## src/rtl/div_sched_if.sv

```systemverilog
// Request, divider and result signals of the divide/modulo sequencer.
// slave is the sequencer's view; master is the surrounding pipeline/divider view.
interface div_sched_if;
  localparam int unsigned XLEN = 32;

  logic              req_valid;
  logic              req_ready;
  logic              req_op_mod;
  logic              req_signed;
  logic [XLEN-1:0]   req_src1;
  logic [XLEN-1:0]   req_src2;
  logic              flush;
  logic              div_en;
  logic              div_signed;
  logic [XLEN-1:0]   div_src1;
  logic [XLEN-1:0]   div_src2;
  logic              div_res_valid;
  logic [2*XLEN-1:0] div_res;
  logic              res_valid;
  logic [XLEN-1:0]   res_data;
  logic              res_ready;

  modport slave (
    input  req_valid, req_op_mod, req_signed, req_src1, req_src2, flush,
           div_res_valid, div_res, res_ready,
    output req_ready, div_en, div_signed, div_src1, div_src2, res_valid, res_data
  );

  modport master (
    output req_valid, req_op_mod, req_signed, req_src1, req_src2, flush,
           div_res_valid, div_res, res_ready,
    input  req_ready, div_en, div_signed, div_src1, div_src2, res_valid, res_data
  );
endinterface

```

## src/rtl/div_sched.sv

```systemverilog
// Divide/modulo sequencer: latches one request, starts the shared iterative divider,
// selects quotient or remainder and holds it until consumed; handles flush and a watchdog.
module div_sched #(
  parameter int unsigned MAX_CYCLES = 40
) (
  input  logic         clk,
  input  logic         resetn,
  div_sched_if.slave   bus,
  output logic         busy,
  output logic         timeout
);
  localparam int unsigned XLEN   = 32;
  localparam int unsigned CNT_RW = $clog2(MAX_CYCLES + 1);
  localparam int unsigned CNT_W  = (CNT_RW > 8) ? CNT_RW : 8;

  typedef enum logic [2:0] {
    S_IDLE,
    S_ISSUE,
    S_WAIT,
    S_DRAIN,
    S_DONE
  } state_e;

  state_e            state_q, state_d;
  logic              op_mod_q, op_mod_d;
  logic              div_signed_q, div_signed_d;
  logic [XLEN-1:0]   div_src1_q, div_src1_d;
  logic [XLEN-1:0]   div_src2_q, div_src2_d;
  logic [XLEN-1:0]   res_data_q, res_data_d;
  logic [CNT_W-1:0]  wd_cnt_q, wd_cnt_d;
  logic              div_en_q, div_en_d;
  logic              res_valid_q, res_valid_d;
  logic              busy_q, busy_d;
  logic              timeout_q, timeout_d;
  logic              req_ready_c;
  logic              accept_c;
  logic              wd_expired_c;
  logic              in_wd_d;

  assign req_ready_c  = (state_q == S_IDLE) & ~bus.flush;
  assign accept_c     = bus.req_valid & req_ready_c;
  assign wd_expired_c = (wd_cnt_q == CNT_W'(MAX_CYCLES));

  // Next state, operand latching and result capture
  always_comb begin
    state_d      = state_q;
    op_mod_d     = op_mod_q;
    div_signed_d = div_signed_q;
    div_src1_d   = div_src1_q;
    div_src2_d   = div_src2_q;
    res_data_d   = res_data_q;

    unique case (state_q)
      S_IDLE: begin
        if (accept_c) begin
          op_mod_d     = bus.req_op_mod;
          div_signed_d = bus.req_signed;
          div_src1_d   = bus.req_src1;
          div_src2_d   = bus.req_src2;
          if (bus.req_src2 != '0) begin
            state_d = S_ISSUE;
          end else begin
            // Divide-by-zero never reaches the divider
            res_data_d = bus.req_op_mod ? bus.req_src1 : '1;
            state_d    = S_DONE;
          end
        end
      end
      S_ISSUE: begin
        state_d = bus.flush ? S_DRAIN : S_WAIT;
      end
      S_WAIT: begin
        if (wd_expired_c) begin
          state_d = S_IDLE;
        end else if (bus.div_res_valid) begin
          if (bus.flush) begin
            state_d = S_IDLE;
          end else begin
            res_data_d = op_mod_q ? bus.div_res[XLEN-1:0] : bus.div_res[2*XLEN-1:XLEN];
            state_d    = S_DONE;
          end
        end else if (bus.flush) begin
          state_d = S_DRAIN;
        end
      end
      S_DRAIN: begin
        if (wd_expired_c || bus.div_res_valid) begin
          state_d = S_IDLE;
        end
      end
      S_DONE: begin
        if (bus.res_ready || bus.flush) begin
          state_d = S_IDLE;
        end
      end
      default: state_d = S_IDLE;
    endcase
  end

  // Watchdog restarts on every entry into WAIT or DRAIN; registered status outputs
  always_comb begin
    in_wd_d     = (state_d == S_WAIT) || (state_d == S_DRAIN);
    wd_cnt_d    = (in_wd_d && (state_d == state_q)) ? wd_cnt_q + CNT_W'(1) : '0;
    timeout_d   = in_wd_d && (wd_cnt_d == CNT_W'(MAX_CYCLES));
    div_en_d    = (state_d == S_ISSUE);
    res_valid_d = (state_d == S_DONE);
    busy_d      = (state_d != S_IDLE);
  end

  always_ff @(posedge clk or negedge resetn) begin
    if (!resetn) begin
      state_q      <= S_IDLE;
      op_mod_q     <= 1'b0;
      div_signed_q <= 1'b0;
      div_src1_q   <= '0;
      div_src2_q   <= '0;
      res_data_q   <= '0;
      wd_cnt_q     <= '0;
      div_en_q     <= 1'b0;
      res_valid_q  <= 1'b0;
      busy_q       <= 1'b0;
      timeout_q    <= 1'b0;
    end else begin
      state_q      <= state_d;
      op_mod_q     <= op_mod_d;
      div_signed_q <= div_signed_d;
      div_src1_q   <= div_src1_d;
      div_src2_q   <= div_src2_d;
      res_data_q   <= res_data_d;
      wd_cnt_q     <= wd_cnt_d;
      div_en_q     <= div_en_d;
      res_valid_q  <= res_valid_d;
      busy_q       <= busy_d;
      timeout_q    <= timeout_d;
    end
  end

  assign bus.req_ready  = req_ready_c;
  assign bus.div_en     = div_en_q;
  assign bus.div_signed = div_signed_q;
  assign bus.div_src1   = div_src1_q;
  assign bus.div_src2   = div_src2_q;
  assign bus.res_valid  = res_valid_q;
  assign bus.res_data   = res_data_q;
  assign busy           = busy_q;
  assign timeout        = timeout_q;
endmodule

```

## src/flat_wrapper.sv

```systemverilog
// flat-port wrapper written by rule: the top's interface ports become plain ports
module div_sched_flat 
#(
  parameter int unsigned MAX_CYCLES = 40
)
  (clk, resetn, busy, timeout, bus_req_valid, bus_req_op_mod, bus_req_signed, bus_req_src1, bus_req_src2, bus_flush, bus_div_res_valid, bus_div_res, bus_res_ready, bus_req_ready, bus_div_en, bus_div_signed, bus_div_src1, bus_div_src2, bus_res_valid, bus_res_data);
  div_sched_if bus_i ();
  input  logic clk;
  input  logic resetn;
  output logic busy;
  output logic timeout;
  input wire logic [$bits(bus_i.req_valid)-1:0] bus_req_valid;
  input wire logic [$bits(bus_i.req_op_mod)-1:0] bus_req_op_mod;
  input wire logic [$bits(bus_i.req_signed)-1:0] bus_req_signed;
  input wire logic [$bits(bus_i.req_src1)-1:0] bus_req_src1;
  input wire logic [$bits(bus_i.req_src2)-1:0] bus_req_src2;
  input wire logic [$bits(bus_i.flush)-1:0] bus_flush;
  input wire logic [$bits(bus_i.div_res_valid)-1:0] bus_div_res_valid;
  input wire logic [$bits(bus_i.div_res)-1:0] bus_div_res;
  input wire logic [$bits(bus_i.res_ready)-1:0] bus_res_ready;
  output wire logic [$bits(bus_i.req_ready)-1:0] bus_req_ready;
  output wire logic [$bits(bus_i.div_en)-1:0] bus_div_en;
  output wire logic [$bits(bus_i.div_signed)-1:0] bus_div_signed;
  output wire logic [$bits(bus_i.div_src1)-1:0] bus_div_src1;
  output wire logic [$bits(bus_i.div_src2)-1:0] bus_div_src2;
  output wire logic [$bits(bus_i.res_valid)-1:0] bus_res_valid;
  output wire logic [$bits(bus_i.res_data)-1:0] bus_res_data;
  assign bus_i.req_valid = bus_req_valid;
  assign bus_i.req_op_mod = bus_req_op_mod;
  assign bus_i.req_signed = bus_req_signed;
  assign bus_i.req_src1 = bus_req_src1;
  assign bus_i.req_src2 = bus_req_src2;
  assign bus_i.flush = bus_flush;
  assign bus_i.div_res_valid = bus_div_res_valid;
  assign bus_i.div_res = bus_div_res;
  assign bus_i.res_ready = bus_res_ready;
  assign bus_req_ready = bus_i.req_ready;
  assign bus_div_en = bus_i.div_en;
  assign bus_div_signed = bus_i.div_signed;
  assign bus_div_src1 = bus_i.div_src1;
  assign bus_div_src2 = bus_i.div_src2;
  assign bus_res_valid = bus_i.res_valid;
  assign bus_res_data = bus_i.res_data;
  div_sched #(.MAX_CYCLES(MAX_CYCLES)) u_core (.clk(clk), .resetn(resetn), .bus(bus_i), .busy(busy), .timeout(timeout));
endmodule
```

## config.mk

```make
export PLATFORM = sky130hd
export DESIGN_NAME = div_sched_flat
export DESIGN_NICKNAME = d
export VERILOG_FILES = /design/src/rtl/div_sched_if.sv /design/src/rtl/div_sched.sv /design/src/flat_wrapper.sv
export SDC_FILE = /design/constraint.sdc
export NUM_CORES = 1
export LEC_CHECK = 0
export CAP_MARGIN = 20
export CORE_UTILIZATION = 46
export CTS_BUF_LIST = sky130_fd_sc_hd__clkbuf_8
export DETAILED_ROUTE_END_ITERATION = 16
export PLACE_DENSITY = 0.88
export REMOVE_ABC_BUFFERS = 1
export SYNTH_ARGS = -nofsm -noshare
export SYNTH_HDL_FRONTEND = slang
export SYNTH_SLANG_ARGS = --single-unit
export TNS_END_PERCENT = 30
```

## constraint.sdc

```tcl
create_clock -name clk -period 6.41 [get_ports clk]
set_clock_uncertainty 0.15 [all_clocks]
set_input_delay 1.6025 -clock clk [delete_from_list [all_inputs] [get_ports clk]]
set_output_delay 1.6025 -clock clk [all_outputs]
set_load 0.02 [all_outputs]
```

### Word-level counts from Yosys, hierarchy flattened

Index checks and enable logic that the tools add are counted.

| storage, ports and cells | value |
|---|---|
| bits in registers | 113 |
| word-level logic and storage cells | 61 |

| cells by class | value |
|---|---|
| equality and inequality tests | 16 |
| multiplexer cells | 19 |
| add/subtract/negate cells | 1 |
| reductions and logical operators | 11 |
| bitwise operators | 3 |

Operators with widths:

| cell | count |
|---|---|
| $mux W32 | 7 |
| $pmux W32 S2 | 1 |
| $reduce_bool A32 Y1 | 1 |
| $mux W3 | 8 |
| $eq A8 B6 Y1 const B | 2 |
| $pmux W3 S5 | 1 |
| $eq A3 B2 Y1 const B | 4 |
| $add A8 B1 Y8 const B | 1 |
| $mux W8 | 1 |
| $ne A2 B2 Y1 const B | 4 |
| $eq A3 B1 Y1 const B | 2 |
| $eq A3 B3 Y1 const B | 2 |
| $reduce_and A6 Y1 | 1 |
| $eq A3 B3 Y1 | 1 |
| $logic_not A3 Y1 | 1 |
| $logic_or A1 B1 Y1 | 3 |
| $reduce_bool A3 Y1 | 1 |
| $and A1 B1 Y1 | 2 |
| $logic_and A1 B1 Y1 | 2 |
| $ne A2 B1 Y1 const B | 1 |
| $reduce_and A2 Y1 | 1 |
| $reduce_bool A2 Y1 | 1 |
| $mux W1 | 1 |
| $not A1 Y1 | 1 |

### Longest topological paths before layout

| depth | value |
|---|---|
| word-level depth | 11 |
| mapped depth | 8 |
| gate-level depth less buffers | 7 |

### Worst setup path after synthesis

No wires, ideal clock.

| timing | value |
|---|---|
| path kind | in2out |
| start | input bus_flush |
| end | output bus_req_ready |
| data arrival time | 2,097 ps |
| path slack | 2,561 ps |
| buffers on the path | 0 |
| stages | 1 |
| cell sequence | nor4_2 |

| between the ends | value |
|---|---|
| word-level cells in the longest chain between the ends | 2 |

RTL lines:

| item | RTL line | source |
|---|---|---|
| start, declared | flat_wrapper.sv:17 | `input wire logic [$bits(bus_i.flush)-1:0] bus_flush;` |
| $not A1 Y1 | div_sched.sv:40 | `assign req_ready_c = (state_q == S_IDLE) & ~bus.flush;` |
| $and A1 B1 Y1 | div_sched.sv:40 |  |
| end, declared | flat_wrapper.sv:21 | `output wire logic [$bits(bus_i.req_ready)-1:0] bus_req_ready;` |

No other way between the ends.

### Final worst setup path

Ends and elaborated chain as after synthesis.

==> results_dict.tcl <==
set metrics [dict create \
    grt_pass1_wl_um 22000 \
    post-place-ws_ns 1.60 \
    yosysWarnings 0 \
    nNetsFinal 774 \
    rows 38 \
    startpoint_type "primary input" \
    arrival_ns 3.07 \
    io_buffers 237 \
    ys_ff_latch 113 \
    synthFlopType "dfrtp_1" \
    synth-edff-count 0 \
    r2r_slack_ns 3.75 \
    max_freq_mhz 207 \
    syn_inst 400 \
    cts_resized 0 \
    clkSinkCount 113 \
    initial_utilization_pct 47.6 \
    layout-drive-gt1-share_pct 21.6 \
    cts-root-buf "clkbuf_8" \
    grt_util_all_layers_pct 25.0 \
    numCtsBuffers 17 \
    fill_cells 747 \
    p_int_w 0.00256 \
    fin_tns_setup_ns 0 \
    first_global_vias 4413 \
    worstReg2RegEnd "u_core.bus.res_data[28]" \
    worstMarginPinSlew_ns 1.04 \
    dr.pass1.iters 4 \
    drtIter0Drc 154 \
    clkLatencyLatePin_ns 0.43 \
    crit_end "bus_req_ready" \
    postRouteAntennaNets 0 \
    hpwl_um 10400 \
    die_h_um 108 \
    fin_cells 789 \
    coreArea_mm2 0.0109 \
    hold_viol 0 \
    cts_max_path_buffers 2 \
    p_sw_share_pct 34.7 \
    die-area_mm2 0.0118 \
    routed_wl_um 14500 \
    power_leakage_nw 3.35 \
    ctsHtreeMaxLevel 4 \
    cts_tree "yes" \
    io_pins 238 \
    rsz0062_at_grt "false" \
    grt_antenna_before_repair 0 \
    die_w_um 108 \
    final_core_util_pct 74.9 \
    crit_start "bus_flush" \
    syn2layout_area_growth_pct 57.2 \
    drc_errors 0 \
    gp_congestion 0.768 \
    status "finished clean" \
    path_class "in2out" \
    vias 4172 \
    reg2reg_depth 6 \
    period_share_pct 75.2 \
    pwr-share-seq_pct 32.4 \
    peakVddDrop_v 0.000276 \
    ys_types 36 \
    clk_pin_slew_ns 0.06 \
    p_sw_w 0.00136 \
    finalWorstSetupSlack_ns 1.59 \
    powerDensity_mw_per_mm2 478 \
    end_kind "primary output" \
    grt_max_degree 69 \
    async_reset_ff_share_pct 100 \
    ctsHoldBuffers 0 \
    gr-total-overflow 0 \
    r2r-start "u_core.state_q[0]" \
    min_period_ns 4.82 \
    setup_viol_count_final 0 \
    yosysSeqAreaShare_pct 54.3 \
    combPwrFrac_pct 47.0 \
    finalPower_w 0.00391 \
    synth.avg_cell_area_um2 13.0 \
    slew_violations 0 \
    synth_area_mm2 0.00521 \
    diodes 0 \
    drv_cap 0 \
    hold_class "reg2reg" \
    slew_headroom_pct 30.6 \
    postCtsSetupBuffers 0 \
    worstPathRequired_ns 4.66 \
    layout_commonest_cell "clkdlybuf4s50_1" \
    final_cell_mix "clkdlybuf4s50_1, dfrtp_1, mux2_2, a21oi_1" \
    placedCellCount 756 \
    path_max_fanout 4 \
    post_drt_wl_per_cell_um 18.4 \
    pwr-share-clk_pct 20.6 \
    via_per_inst 5.29 \
]
[through the flow]
stage	hold slack [ns]	area, um^2
finish	0.354	8190
global placement	0.326	7670
global route	0.370	8190
floorplan	0.332	5090
CTS	0.357	8180
detailed placement	0.342	7690
[cells in the mapped netlist (all sizes together), types with 2 or more instances]
cell	number	area [um^2]
dfrtp	113	2830
mux2	98	1100
a21oi	34	170
nor3b	33	248
mux2i	32	320
clkbuf	13	48.8
buf	12	70.1
nor2	12	45.0
nor4	11	75.1
inv	5	18.8
nand3	5	25.0
xor2	5	43.8
o21ai	3	15.0
a31oi	2	27.5
and3	2	12.5
ha	2	25.0
nand4	2	12.5
nor3	2	15.0
o21bai	2	15.0
xnor2	2	17.5
[worst max-delay path, cell delays in order]
cell and delay [ns]:
clkdlybuf4s50_1 0.49, nor4_2 0.31, clkdlybuf4s50_1 0.66
[state kept, by name (all words and copies together), names as in the netlist, 3 cells and up]
| register | count |
|---|---|
| u_core.bus.div_src1 | 32 |
| u_core.bus.div_src2 | 32 |
| u_core.bus.res_data | 32 |
| u_core.wd_cnt_q | 8 |
| u_core.state_q | 3 |
[cells by family after synthesis]
group / Yosys count / synth area share (%)
flip-flops: 113 / 54.3
AO/OA/AOI/OAI: 43 / 4.71
adder cells (fa/ha/maj): 2 / 0.480
buffers and inverters: 30 / 2.64
multiplexers: 130 / 27.3
AND/OR/NAND/NOR: 75 / 9.39
XOR/XNOR: 7 / 1.18
[power by group through the flow]
stage,logic [W],registers (W),clock network [W]
6_report,0.00184,0.00127,0.000806
3_5_place_dp,0.00185,0.00128,0
5_1_grt,0.00194,0.00131,0.000859
4_1_cts,0.00186,0.00127,0.000823
3_3_place_gp,0.00181,0.00125,0
2_1_floorplan,0.000562,0.00164,0
[area by class of cell]
| cell class | count | area, um^2 | area share (%) |
|---|---|---|---|
| clock inverter | 12 | 213 | 2.60 |
| clock buffer | 20 | 275 | 3.36 |
| tap | 140 | 175 | 2.14 |
| sequential | 113 | 2830 | 34.5 |
| inverter | 5 | 18.8 | 0.229 |
| timing repair buffer | 242 | 2430 | 29.6 |
| multi-input combinational | 257 | 2250 | 27.5 |
[metal layers]
| layer | routed length, um | track usage, % |
|---|---|---|
| met1 | 5380 | 26.5 |
| met5 | 0 | 0 |
| met4 | 243 | 8.98 |
| met3 | 975 | 6.75 |
| met2 | 7940 | 47.0 |
[worst min-delay path by stage]
stage	from	to	slack [ns]	cells after the start
after floorplan	u_core.wd_cnt_q[0]	u_core.wd_cnt_q[0]	0.33	1
after global placement	u_core.bus.res_data[28]	u_core.bus.res_data[28]	0.33	1
after detailed placement	u_core.bus.div_src2[20]	u_core.bus.div_src2[20]	0.34	1
after CTS	u_core.bus.div_src2[20]	u_core.bus.div_src2[20]	0.36	1
after global routing	u_core.bus.div_src1[26]	u_core.bus.div_src1[26]	0.37	1
final	u_core.bus.div_src1[27]	u_core.bus.div_src1[27]	0.35	1
Power figures use the tool's default switching activity.
